File: src/rtl/ctrl_bus_arbiter.sv
// ctrl_bus_arbiter: round-robin arbiter sharing the synth controller bus (write/adr/data/selects) among N_REQ parameter sources.
// Latency: accept at T, adr/data/select driven from T+1, write strobe at T+2, bus free again at T+3+HOLD_CYC.
// Backpressure: req_ready pulses only while IDLE; a requester holds valid/adr/data stable until it sees its ready bit.
module ctrl_bus_arbiter #(
  parameter int N_REQ    = 3,
  parameter int HOLD_CYC = 1,
  parameter int GW       = (N_REQ > 1) ? $clog2(N_REQ) : 1
) (
  input  logic                sysclk,
  input  logic                reset1,
  input  logic [N_REQ-1:0]    req_valid,
  input  logic [N_REQ*10-1:0] req_adr,
  input  logic [N_REQ*8-1:0]  req_data,
  output logic [N_REQ-1:0]    req_ready,
  output logic                write,
  output logic [6:0]          adr,
  output logic [7:0]          data,
  output logic                env_sel,
  output logic                osc_sel,
  output logic                m1_sel,
  output logic                m2_sel,
  output logic                com_sel,
  output logic [GW-1:0]       grant_id,
  output logic                busy,
  output logic                err_badadr
);

  typedef enum logic [1:0] {IDLE, SETUP, STROBE, HOLD} state_t;

  state_t        state;
  state_t        state_nxt;
  logic [2:0]    hold_cnt;
  logic [2:0]    hold_cnt_nxt;
  logic [GW-1:0] last_grant;
  logic [4:0]    sel_q;

  int            rr_idx;
  int            pick_idx;
  logic          pick_vld;
  logic [9:0]    pick_adr;
  logic [7:0]    pick_data;
  logic [4:0]    pick_sel;
  logic          pick_bad;
  logic          accept;

  // Round-robin search: first valid requester starting one past the last grant, wrapping below N_REQ.
  always_comb begin
    rr_idx   = 0;
    pick_idx = 0;
    pick_vld = 1'b0;
    for (int k = 0; k < N_REQ; k++) begin
      rr_idx = int'(last_grant) + 1 + k;
      if (rr_idx >= N_REQ) rr_idx = rr_idx - N_REQ;
      if (rr_idx >= N_REQ) rr_idx = rr_idx - N_REQ;
      if (!pick_vld && req_valid[rr_idx]) begin
        pick_vld = 1'b1;
        pick_idx = rr_idx;
      end
    end
  end

  // Select the winner's address/data and decode its section into a one-hot select.
  always_comb begin
    pick_adr  = req_adr[pick_idx*10 +: 10];
    pick_data = req_data[pick_idx*8 +: 8];
    pick_sel  = 5'b00000;
    pick_bad  = 1'b0;
    case (pick_adr[9:7])
      3'd0:    pick_sel = 5'b00001;
      3'd1:    pick_sel = 5'b00010;
      3'd2:    pick_sel = 5'b00100;
      3'd3:    pick_sel = 5'b01000;
      3'd4:    pick_sel = 5'b10000;
      default: pick_bad = 1'b1;
    endcase
  end

  // Accept only while IDLE and out of reset; ready is a single-bit pulse to the winner.
  always_comb begin
    accept    = reset1 && (state == IDLE) && pick_vld;
    req_ready = '0;
    if (accept) req_ready[pick_idx] = 1'b1;
  end

  // State register and hold counter.
  always_ff @(posedge sysclk or negedge reset1) begin
    if (!reset1) begin
      state    <= IDLE;
      hold_cnt <= 3'd0;
    end else begin
      state    <= state_nxt;
      hold_cnt <= hold_cnt_nxt;
    end
  end

  // Next-state and bus strobe/select outputs; selects are only driven outside IDLE.
  always_comb begin
    state_nxt    = state;
    hold_cnt_nxt = hold_cnt;
    write        = 1'b0;
    busy         = 1'b0;
    env_sel      = 1'b0;
    osc_sel      = 1'b0;
    m1_sel       = 1'b0;
    m2_sel       = 1'b0;
    com_sel      = 1'b0;
    case (state)
      IDLE: begin
        if (accept && !pick_bad) state_nxt = SETUP;
      end
      SETUP: begin
        state_nxt = STROBE;
      end
      STROBE: begin
        write        = 1'b1;
        state_nxt    = HOLD;
        hold_cnt_nxt = 3'(HOLD_CYC - 1);
      end
      HOLD: begin
        if (hold_cnt == 3'd0) state_nxt = IDLE;
        else hold_cnt_nxt = hold_cnt - 3'd1;
      end
      default: state_nxt = IDLE;
    endcase
    if (state != IDLE) begin
      busy    = 1'b1;
      env_sel = sel_q[0];
      osc_sel = sel_q[1];
      m1_sel  = sel_q[2];
      m2_sel  = sel_q[3];
      com_sel = sel_q[4];
    end
  end

  // Latch the accepted request; bad sections still consume the request and raise a one-cycle error.
  always_ff @(posedge sysclk or negedge reset1) begin
    if (!reset1) begin
      adr        <= 7'd0;
      data       <= 8'd0;
      grant_id   <= '0;
      sel_q      <= 5'd0;
      last_grant <= GW'(N_REQ - 1);
      err_badadr <= 1'b0;
    end else begin
      err_badadr <= accept && pick_bad;
      if (accept) begin
        adr        <= pick_adr[6:0];
        data       <= pick_data;
        grant_id   <= GW'(pick_idx);
        sel_q      <= pick_sel;
        last_grant <= GW'(pick_idx);
      end
    end
  end

endmodule

File: config.mk
export PLATFORM = sky130hd
export DESIGN_NAME = ctrl_bus_arbiter
export DESIGN_NICKNAME = d
export VERILOG_FILES = /design/src/rtl/ctrl_bus_arbiter.sv
export SDC_FILE = /design/constraint.sdc
export NUM_CORES = 1
export LEC_CHECK = 0
export CAP_MARGIN = 25
export CORE_MARGIN = 4
export CORE_UTILIZATION = 54
export CTS_CLUSTER_SIZE = 14
export DETAILED_ROUTE_END_ITERATION = 8
export GPL_ROUTABILITY_DRIVEN = 0
export PLACE_DENSITY_LB_ADDON = 0.1
export SYNTH_ARGS = -nofsm -noshare
export SYNTH_HDL_FRONTEND = slang
export SYNTH_SLANG_ARGS = --single-unit
File: constraint.sdc
create_clock -name sysclk -period 8.4 [get_ports sysclk]
set_input_delay 2.1 -clock sysclk [delete_from_list [all_inputs] [get_ports sysclk]]
set_output_delay 2.1 -clock sysclk [all_outputs]
set_load 0.01 [all_outputs]
==> flow_metrics.env, run 1 <==
export IMPL_synthSimpleGateAreaFrac=0.193
export IMPL_io_buffers=86
export IMPL_path_clk_slew_ps=60
export IMPL_initial_utilization=0.562
export IMPL_rsz0062_at_grt="no"
export IMPL_min_delay_path_depth=2
export IMPL_reg2reg_setup_slack_ps=2890
export IMPL_final_cell_mix="86 x clkdlybuf4s50_1, 67 x nand2_1, 35 x a21oi_1"
export IMPL_stdcell_area_um2=4290
export IMPL_period_share=0.873
export IMPL_min_to="data[6]$_DFFE_PN0P_"
export IMPL_syn_to_final_growth_pct=28.2
export IMPL_io_pins=87
export IMPL_synth_seq_cells=29
export IMPL_fin_crit_ps=7330
export IMPL_synth_ff_type="dfrtp_1"
export IMPL_synth_xor_area_frac=0.0161
export IMPL_grt_pass1_wl_mm=14.5
export IMPL_hpwlAfterDp_mm=6.74
export IMPL_netlist_area_um2=3350
export IMPL_drv_slew=0
export IMPL_criticalPathCategory="in -> out"
export IMPL_cap_violations=0
export IMPL_nFillCells=493
export IMPL_drive_gt1_frac=0.0896
export IMPL_synthMuxAreaShare=0.159
export IMPL_cp_end_kind="output pin"
export IMPL_grt_pass1_vias=3137
export IMPL_cts_setup_buffers=0
export IMPL_setup_tns_final_ps=0
export IMPL_die_w_um=86.7
export IMPL_synth_edff_count=0
export IMPL_cts_htree_levels=2
export IMPL_grt_overflow=0
export IMPL_ys_top_cells_by_area="dfrtp_1 21%, ha_1 8.2%, nand2_1 7.5%, mux4_2 6.7%, mux2i_1 6.3%"
export IMPL_skew_ps=3.65
export IMPL_syn_inst=411
export IMPL_hold_class="reg -> reg"
export IMPL_wire_per_inst_um=16.0
export IMPL_fmax_mhz=136
export IMPL_syn_avg_cell_area_um2=8.14
export IMPL_worst_ep_required_time_ps=6300
export IMPL_via_per_inst=6.00
export IMPL_finalSetupViolCount=0
export IMPL_placed_cell_area_um2=4210
export IMPL_relSlewSlack=0.469
export IMPL_final_hold_violation_count=0
export IMPL_peakVddDrop_v=0.000256
export IMPL_power_density_nw_per_um2=394
export IMPL_yosys_area_top_type="dfrtp_1"
export IMPL_totalWireLength_mm=8.90
export IMPL_drc=0
export IMPL_clk_latency_ps=290
export IMPL_synth_cell_types=65
export IMPL_synth_top_area_share=0.209
export IMPL_final_common_cell="clkdlybuf4s50_1"
export IMPL_rows=28
export IMPL_dieArea_um2=7520
export IMPL_cts_sinks=29
export IMPL_dr_pass1_iters=5
export IMPL_die_y_um=86.7
export IMPL_grt_total_usage=0.239
export IMPL_async_flop_share=1.00
export IMPL_route_antenna_remaining_nets=0
export IMPL_arrival_ps=5230
export IMPL_hp_start="data[6]$_DFFE_PN0P_"
export IMPL_r2r_cells=16
export IMPL_syn_nets=493
export IMPL_diodes=0
export IMPL_rr_startpoint="grant_id[0]$_DFFE_PN0P_"
export IMPL_antenna_found_initial=0
export IMPL_nets=562
export IMPL_coreArea_um2=5960
export IMPL_dr_total_vias=3331
export IMPL_drtIter0Drc=172
export IMPL_synth_warnings=0
export IMPL_cts_buffer_depth=2
export IMPL_synth_compound_area_frac=0.254
export IMPL_max_slew_worst_pin_slew_ps=797
export IMPL_cts_tree="built"
export IMPL_cts_root_buffer="clkbuf_8"
export IMPL_outcome="completed"
export IMPL_p_leak_nw=1.85
export IMPL_cp_start_kind="input port"
export IMPL_cts_repair_resized=0
export IMPL_synthAdderAreaFrac=0.0912
export IMPL_reg2reg_to="state[1]$_DFFE_PN0P_"
export IMPL_synth_top_family_by_area="compound AO/OA/AOI/OAI gates"
export IMPL_crit_fanout=11
export IMPL_cts_buffers=5
export IMPL_postCtsHoldBufs=0
export IMPL_synth_yosys_seq_area_share=0.217
export IMPL_grt_max_degree=52
## worst max path at each step
stage                       from                   end  slack, ps  cells past startpoint
global placement    req_valid[2]          req_ready[0]       1190                      9
global route        req_valid[2]          req_ready[0]        840                      9
finish              req_valid[2]          req_ready[0]       1070                      9
floorplan           req_valid[1]  state[1]$_DFFE_PN0P_       2220                     18
CTS                 req_valid[2]          req_ready[0]       1110                      9
detailed placement  req_valid[2]          req_ready[0]       1110                      9
## layer usage
layer  routed length [µm]  track usage  up-vias
met2                 4470        0.426      119
li1                     -            -     1625
met4                  118       0.0453        0
met1                 3810        0.305     1573
met5                    0            0        -
met3                  504       0.0437       14
## worst max-delay path, stage by stage
cell	delay (ps)
clkdlybuf4s50_1	650
mux2_2	420
a21oi_1	250
a211oi_1	100
a211oi_2	250
nand2_1	320
or3_1	470
nor2_1	120
clkdlybuf4s50_1	540
## sequential cells by signal, summed over array words and instances (netlist names)
name / cells
err_badadr: 1
last_grant: 1
adr: 7
sel_q: 5
state: 2
grant_id: 2
hold_cnt: 3
data: 8
## synthesized netlist by cell type, types with 3 or more instances
cell / number
buf_1: 4
clkbuf_1: 11
nand3_1: 10
inv_1: 24
a32o_1: 3
nand2b_1: 4
o21ai_0: 25
mux2i_1: 21
dfrtp_1: 28
nor3_1: 6
a31oi_1: 7
nor2_1: 23
and3_1: 3
a21o_1: 4
o31ai_1: 9
o21ai_1: 3
nor2b_1: 10
mux4_2: 10
a22o_1: 6
o221ai_1: 3
mux2_2: 6
buf_2: 9
a21oi_1: 35
ha_1: 22
nand2_1: 67
o211ai_1: 5
## where the power goes
part           internal (mW)  switching, mW  leakage (nW)
combinational          0.587          0.766          1.42
sequential             0.188         0.0299         0.381
clock                 0.0648         0.0530        0.0443
total                  0.840          0.848          1.85
## cell type report
cell class / count / area [µm²] / share of cell area
sequential: 29 / 727 / 0.169
timing repair buffer: 89 / 883 / 0.206
inverter: 27 / 104 / 0.0242
tap: 75 / 93.8 / 0.0219
multi-input combinational: 328 / 2400 / 0.559
clock buffer: 7 / 86.3 / 0.0201
## kinds of logic after synthesis
logic type	count (synthesis)
and+or+nand+nor	137
AOI/OAI and AO/OA	125
buffers and inverters	54
muxes	39
DFF	29
adders and majority gates	24
xor gates and xnor gates	3
## per-stage QoR
| stage | instances | power [mW] | hold slack (ps) | setup WS, ps | utilization |
|---|---|---|---|---|---|
| detailed placement | 548 | 1.56 | 466 | 1110 | 0.706 |
| CTS | 555 | 1.68 | 480 | 1110 | 0.721 |
| finish | 555 | 1.69 | 475 | 1070 | 0.721 |
| floorplan | 411 | 1.23 | 441 | 2220 | - |
| global placement | 548 | 1.53 | 456 | 1190 | 0.706 |
| global route | 555 | 1.83 | 506 | 840 | 0.721 |
Power figures use the tool's default switching activity.
==> run 2, diff against run 1 <==
CORE_UTILIZATION = 50   (was 54)
clock period = 7.15 ns   (was 8.4 ns; I/O delays follow)
==> run 2 against run 1 <==
Against the previous run: first-iteration DRC count decreased by 13%; final cell count increased by 0.90%; critical path type unchanged; critical path depth unchanged; clock-buffer cell count unchanged; largest cell class unchanged.
==> flow_metrics.env, run 2 (synthesized netlist as in run 1, its figures left out) <==
export IMPL_grt_overflow=0
export IMPL_hold_class="reg -> reg"
export IMPL_diodes=0
export IMPL_top_regs="data x8, adr x7, sel_q x5"
export IMPL_grt_pass1_wl_mm=14.8
export IMPL_dp_cells=553
export IMPL_fmax_mhz=148
export IMPL_cts_buffers=5
export IMPL_setup_tns_final_ps=0
export IMPL_cp_end_kind="output pin"
export IMPL_skew_ps=4.41
export IMPL_dieArea_um2=8070
export IMPL_drc=0
export IMPL_die_y_um=89.8
export IMPL_path_clk_slew_ps=60
export IMPL_die_w_um=89.8
export IMPL_r2r_cells=20
export IMPL_route_antenna_remaining_nets=0
export IMPL_reg2reg_setup_slack_ps=1660
export IMPL_rr_startpoint="grant_id[0]$_DFFE_PN0P_"
export IMPL_finalSetupViolCount=0
export IMPL_cts_setup_buffers=0
export IMPL_largest_register="data"
export IMPL_cap_violations=0
export IMPL_io_buffers=86
export IMPL_fin_crit_ps=6740
export IMPL_rsz0062_at_grt="no"
export IMPL_dr_total_vias=3304
export IMPL_nets=565
export IMPL_fin_cells=560
export IMPL_cts_root_buffer="clkbuf_8"
export IMPL_crit_end="req_ready[0]"
export IMPL_cts_sinks=29
export IMPL_syn_to_final_growth_pct=29.0
export IMPL_max_slew_worst_pin_slew_ps=685
export IMPL_clk_latency_ps=270
export IMPL_cts_htree_levels=2
export IMPL_wire_per_inst_um=15.9
export IMPL_hpwlAfterDp_mm=6.86
export IMPL_reg2reg_to="state[1]$_DFFE_PN0P_"
export IMPL_seqCellArea_um2=727
export IMPL_crit_fanout=11
export IMPL_cts_repair_resized=0
export IMPL_rows=29
export IMPL_grt_pass1_vias=3130
export IMPL_outcome="completed"
export IMPL_final_cell_mix="86 x clkdlybuf4s50_1, 67 x nand2_1, 35 x a21oi_1"
export IMPL_p_leak_nw=1.86
export IMPL_criticalPathCategory="in -> out"
export IMPL_totalWireLength_mm=8.90
export IMPL_final_hold_violation_count=0
export IMPL_drive_gt1_frac=0.0952
export IMPL_largest_reg_flops=8
export IMPL_grt_total_usage=0.219
export IMPL_io_pins=87
export IMPL_arrival_ps=4960
export IMPL_worst_ep_required_time_ps=5360
export IMPL_grt_max_degree=52
export IMPL_drv_slew=0
export IMPL_power_density_nw_per_um2=463
export IMPL_relSlewSlack=0.540
export IMPL_drtIter0Drc=149
export IMPL_period_share=0.943
export IMPL_coreArea_um2=6420
export IMPL_dr_pass1_iters=5
export IMPL_initial_utilization=0.521
export IMPL_multi_input_area_um2=2400
export IMPL_peakVddDrop_v=0.000196
export IMPL_startpoint="req_valid[2]"
export IMPL_cts_buffer_depth=2
export IMPL_postCtsHoldBufs=0
export IMPL_antenna_found_initial=0
export IMPL_via_per_inst=5.90
export IMPL_cts_tree="built"
export IMPL_cp_start_kind="input port"
export IMPL_nFillCells=568
export IMPL_final_common_cell="clkdlybuf4s50_1"
-- run 2: cell types whose count changed in the layout (fill, tap and decap cells not counted) --
| cell | change |
|---|---|
| buf_4 | +3 |
-- run 2: worst max-delay path, stage by stage --
cell and delay (ps):
clkdlybuf4s50_1 770, nor2b_1 120, a32o_1 300, o2bb2ai_1 170, a211oi_2 350, nand2_1 320, or3_1 480, nor2_1 120
clkdlybuf4s50_1 550
-- run 2: through the flow --
| step | area (µm²) | utilization | hold WS, ps | setup WS [ps] | total power [mW] |
|---|---|---|---|---|---|
| 6_report | 4320 | 0.672 | 475 | 406 | 2.00 |
| 5_1_grt | 4320 | 0.672 | 502 | 209 | 2.17 |
| 4_1_cts | 4320 | 0.672 | 479 | 447 | 2.00 |
| 3_5_place_dp | 4230 | 0.659 | 465 | 452 | 1.86 |
| 3_3_place_gp | 4230 | 0.659 | 455 | 542 | 1.83 |
| 2_1_floorplan | 3350 | - | 441 | 1280 | 1.44 |
-- run 2: area by class of cell --
| type | instances | share of cell area |
|---|---|---|
| multi-input combinational | 328 | 0.555 |
| timing repair buffer | 92 | 0.210 |
| sequential | 29 | 0.168 |
| inverter | 27 | 0.0241 |
| tap | 77 | 0.0223 |
| clock buffer | 7 | 0.0200 |
-- run 2: worst min-delay path by stage --
| stage | start | endpoint | slack, ps | cells after the start |
|---|---|---|---|---|
| global placement | sel_q[1]$_DFFE_PN0P_ | sel_q[1]$_DFFE_PN0P_ | 460 | 2 |
| detailed placement | data[5]$_DFFE_PN0P_ | data[5]$_DFFE_PN0P_ | 460 | 2 |
| CTS | data[5]$_DFFE_PN0P_ | data[5]$_DFFE_PN0P_ | 480 | 2 |
| finish | data[5]$_DFFE_PN0P_ | data[5]$_DFFE_PN0P_ | 480 | 2 |
| floorplan | sel_q[1]$_DFFE_PN0P_ | sel_q[1]$_DFFE_PN0P_ | 440 | 2 |
| global route | data[3]$_DFFE_PN0P_ | data[3]$_DFFE_PN0P_ | 500 | 2 |
-- run 2: power by group --
| part | switching, mW | internal (mW) |
|---|---|---|
| clock network | 0.0563 | 0.0761 |
| logic | 0.897 | 0.712 |
| registers | 0.0357 | 0.221 |
-- run 2: layer usage --
| layer | GRT usage | part of all wire | up-vias |
|---|---|---|---|
| li1 | - | - | 1632 |
| met1 | 0.284 | 0.42 | 1520 |
| met2 | 0.377 | 0.49 | 127 |
| met3 | 0.0367 | 0.059 | 25 |
| met4 | 0.0639 | 0.023 | 0 |
| met5 | 0 | 0 | - |
==> run 3, diff against run 2 <==
PLACE_DENSITY_LB_ADDON = 0.05   (was 0.1)
==> run 3 against run 2 <==
Against the previous run: sequential power is essentially flat; clock skew barely moved; total power is 0.11% lower; worst hold slack lost 4.3 ps; final cell count is the same; fmax up 0.62%; highest routed layer unchanged; routed wire length shrank 0.66%; global-route usage is 0.12 points lower; first-iteration DRC count decreased by 14%; design area rose by 0.17%.
==> flow_metrics.env, run 3 (synthesized netlist as in run 1, its figures left out) <==
export IMPL_drv_slew=0
export IMPL_relSlewSlack=0.461
export IMPL_final_common_cell="clkdlybuf4s50_1"
export IMPL_io_buffers=86
export IMPL_largest_register="data"
export IMPL_final_hold_violation_count=0
export IMPL_hpwlAfterDp_mm=6.82
export IMPL_setup_tns_final_ps=0
export IMPL_crit_fanout=11
export IMPL_totalWireLength_mm=8.84
export IMPL_whs_ps=471
export IMPL_die_y_um=89.8
export IMPL_p_sw_mw=0.981
export IMPL_worst_ep_required_time_ps=5360
export IMPL_max_slew_worst_pin_slew_ps=803
export IMPL_dp_cells=552
export IMPL_arrival_ps=4920
export IMPL_p_leak_nw=1.87
export IMPL_nets=564
export IMPL_route_antenna_remaining_nets=0
export IMPL_skew_ps=4.14
export IMPL_die_w_um=89.8
export IMPL_cap_violations=0
export IMPL_grt_pass1_wl_mm=15.0
export IMPL_p_clk_frac=0.073
export IMPL_grt_total_usage=0.218
export IMPL_power_density_nw_per_um2=461
export IMPL_r2r_cells=20
export IMPL_outcome="completed"
export IMPL_drtIter0Drc=128
export IMPL_path_clk_slew_ps=60
export IMPL_combPwrFrac=0.798
export IMPL_cp_slowest_cell="clkdlybuf4s50_1"
export IMPL_drive_gt1_frac=0.0973
export IMPL_clk_latency_ps=270
export IMPL_cts_root_buffer="clkbuf_8"
export IMPL_crit_top_cell="clkdlybuf4s50_1"
export IMPL_top_regs="data x8, adr x7, sel_q x5"
export IMPL_grt_pass1_vias=3146
export IMPL_cp_start_kind="input port"
export IMPL_placed_cell_area_um2=4220
export IMPL_initial_utilization=0.521
export IMPL_min_delay_path_depth=2
export IMPL_finalSetupViolCount=0
export IMPL_diodes=0
export IMPL_drc=0
export IMPL_p_int_mw=1.01
export IMPL_critPathMaxStageDelay_ps=760
export IMPL_period_share=0.937
export IMPL_dr_total_vias=3239
export IMPL_grt_max_degree=52
export IMPL_power_frac_seq=0.129
export IMPL_rsz0062_at_grt="no"
export IMPL_criticalPathCategory="in -> out"
export IMPL_cts_sinks=29
export IMPL_via_per_inst=5.78
export IMPL_coreArea_um2=6420
export IMPL_rows=29
export IMPL_fin_crit_ps=6700
export IMPL_cts_repair_resized=0
export IMPL_cp_cell_sequence="clkdlybuf4s50_1 > nor2b_1 > a32o_1 > o2bb2ai_1 > a211oi_2 > nand2_1 > or3_1 > nor2_1 > clkdlybuf4s50_1"
export IMPL_stdcell_area_um2=4320
export IMPL_final_cell_mix="86 x clkdlybuf4s50_1, 67 x nand2_1, 35 x a21oi_1"
export IMPL_dr_pass1_iters=5
export IMPL_grt_overflow=0
export IMPL_cts_tree="built"
export IMPL_cts_buffer_depth=2
export IMPL_syn_to_final_growth_pct=29.2
export IMPL_cts_setup_buffers=0
export IMPL_antenna_found_initial=0
export IMPL_fin_cells=560
export IMPL_postCtsHoldBufs=0
export IMPL_cts_htree_levels=2
export IMPL_dieArea_um2=8070
export IMPL_cts_buffers=5
export IMPL_wire_per_inst_um=15.8
export IMPL_fmax_mhz=149
export IMPL_hold_class="reg -> reg"
export IMPL_switching_share=0.492
export IMPL_largest_reg_flops=8
export IMPL_io_pins=87
export IMPL_cp_end_kind="output pin"
export IMPL_peakVddDrop_v=0.000211
run 3: cell count changes in the layout (fill, tap and decap cells not counted), sizes merged:
cell    previous run  this run
buf                6         5
clkinv             0         1
run 3: power by group through the flow:
stage	Clock (mW)	Combinational, mW	Sequential [mW]
6_report	0.146	1.59	0.258
5_1_grt	0.157	1.76	0.266
4_1_cts	0.150	1.60	0.258
3_5_place_dp	0	1.59	0.259
3_3_place_gp	0	1.57	0.258
2_1_floorplan	0	1.18	0.267
run 3: final cells by class:
| class | instances | area, µm² |
|---|---|---|
| Multi-Input combinational cell | 328 | 2400 |
| Fill cell | 557 | 2100 |
| Timing Repair Buffer | 91 | 898 |
| Sequential cell | 29 | 727 |
| Inverter | 27 | 104 |
| Clock buffer | 7 | 96.3 |
| Tap cell | 77 | 96.3 |
| Clock inverter | 1 | 5.00 |
run 3: metrics by stage:
stage / total power, mW / util / worst slack [ps]
floorplan: 1.44 / - / 1280
global placement: 1.82 / 0.658 / 551
detailed placement: 1.85 / 0.658 / 476
CTS: 2.01 / 0.673 / 474
global route: 2.18 / 0.673 / 243
finish: 2.00 / 0.673 / 447
run 3: worst paths after layout:
check,from,endpoint,slack (ps)
max,req_valid[2],req_ready[0],450
min,sel_q[1]$_DFFE_PN0P_,sel_q[1]$_DFFE_PN0P_,470
max reg2reg,grant_id[0]$_DFFE_PN0P_,state[1]$_DFFE_PN0P_,1770
min reg2reg,sel_q[1]$_DFFE_PN0P_,sel_q[1]$_DFFE_PN0P_,470
max in group asynchronous,reset1,last_grant[1]$_DFFE_PN1P_,4930
min in group asynchronous,reset1,hold_cnt[1]$_DFFE_PN0P_,1900
run 3: metal layers:
layer,vias up,GRT usage,wire length (µm),part of all wire
met2,100,0.378,4330,0.49
met4,0,0.0332,42,0.0047
met3,6,0.0367,525,0.059
li1,1624,-,-,-
met5,-,0,0,0
met1,1509,0.292,3940,0.45
run 3: critical path: cells and delay by family:
| kind | cells | cell delay, ps |
|---|---|---|
| AO/OA/AOI/OAI | 3 | 780 |
| buffers and inverters | 2 | 1300 |
| AND/OR/NAND/NOR | 4 | 1040 |
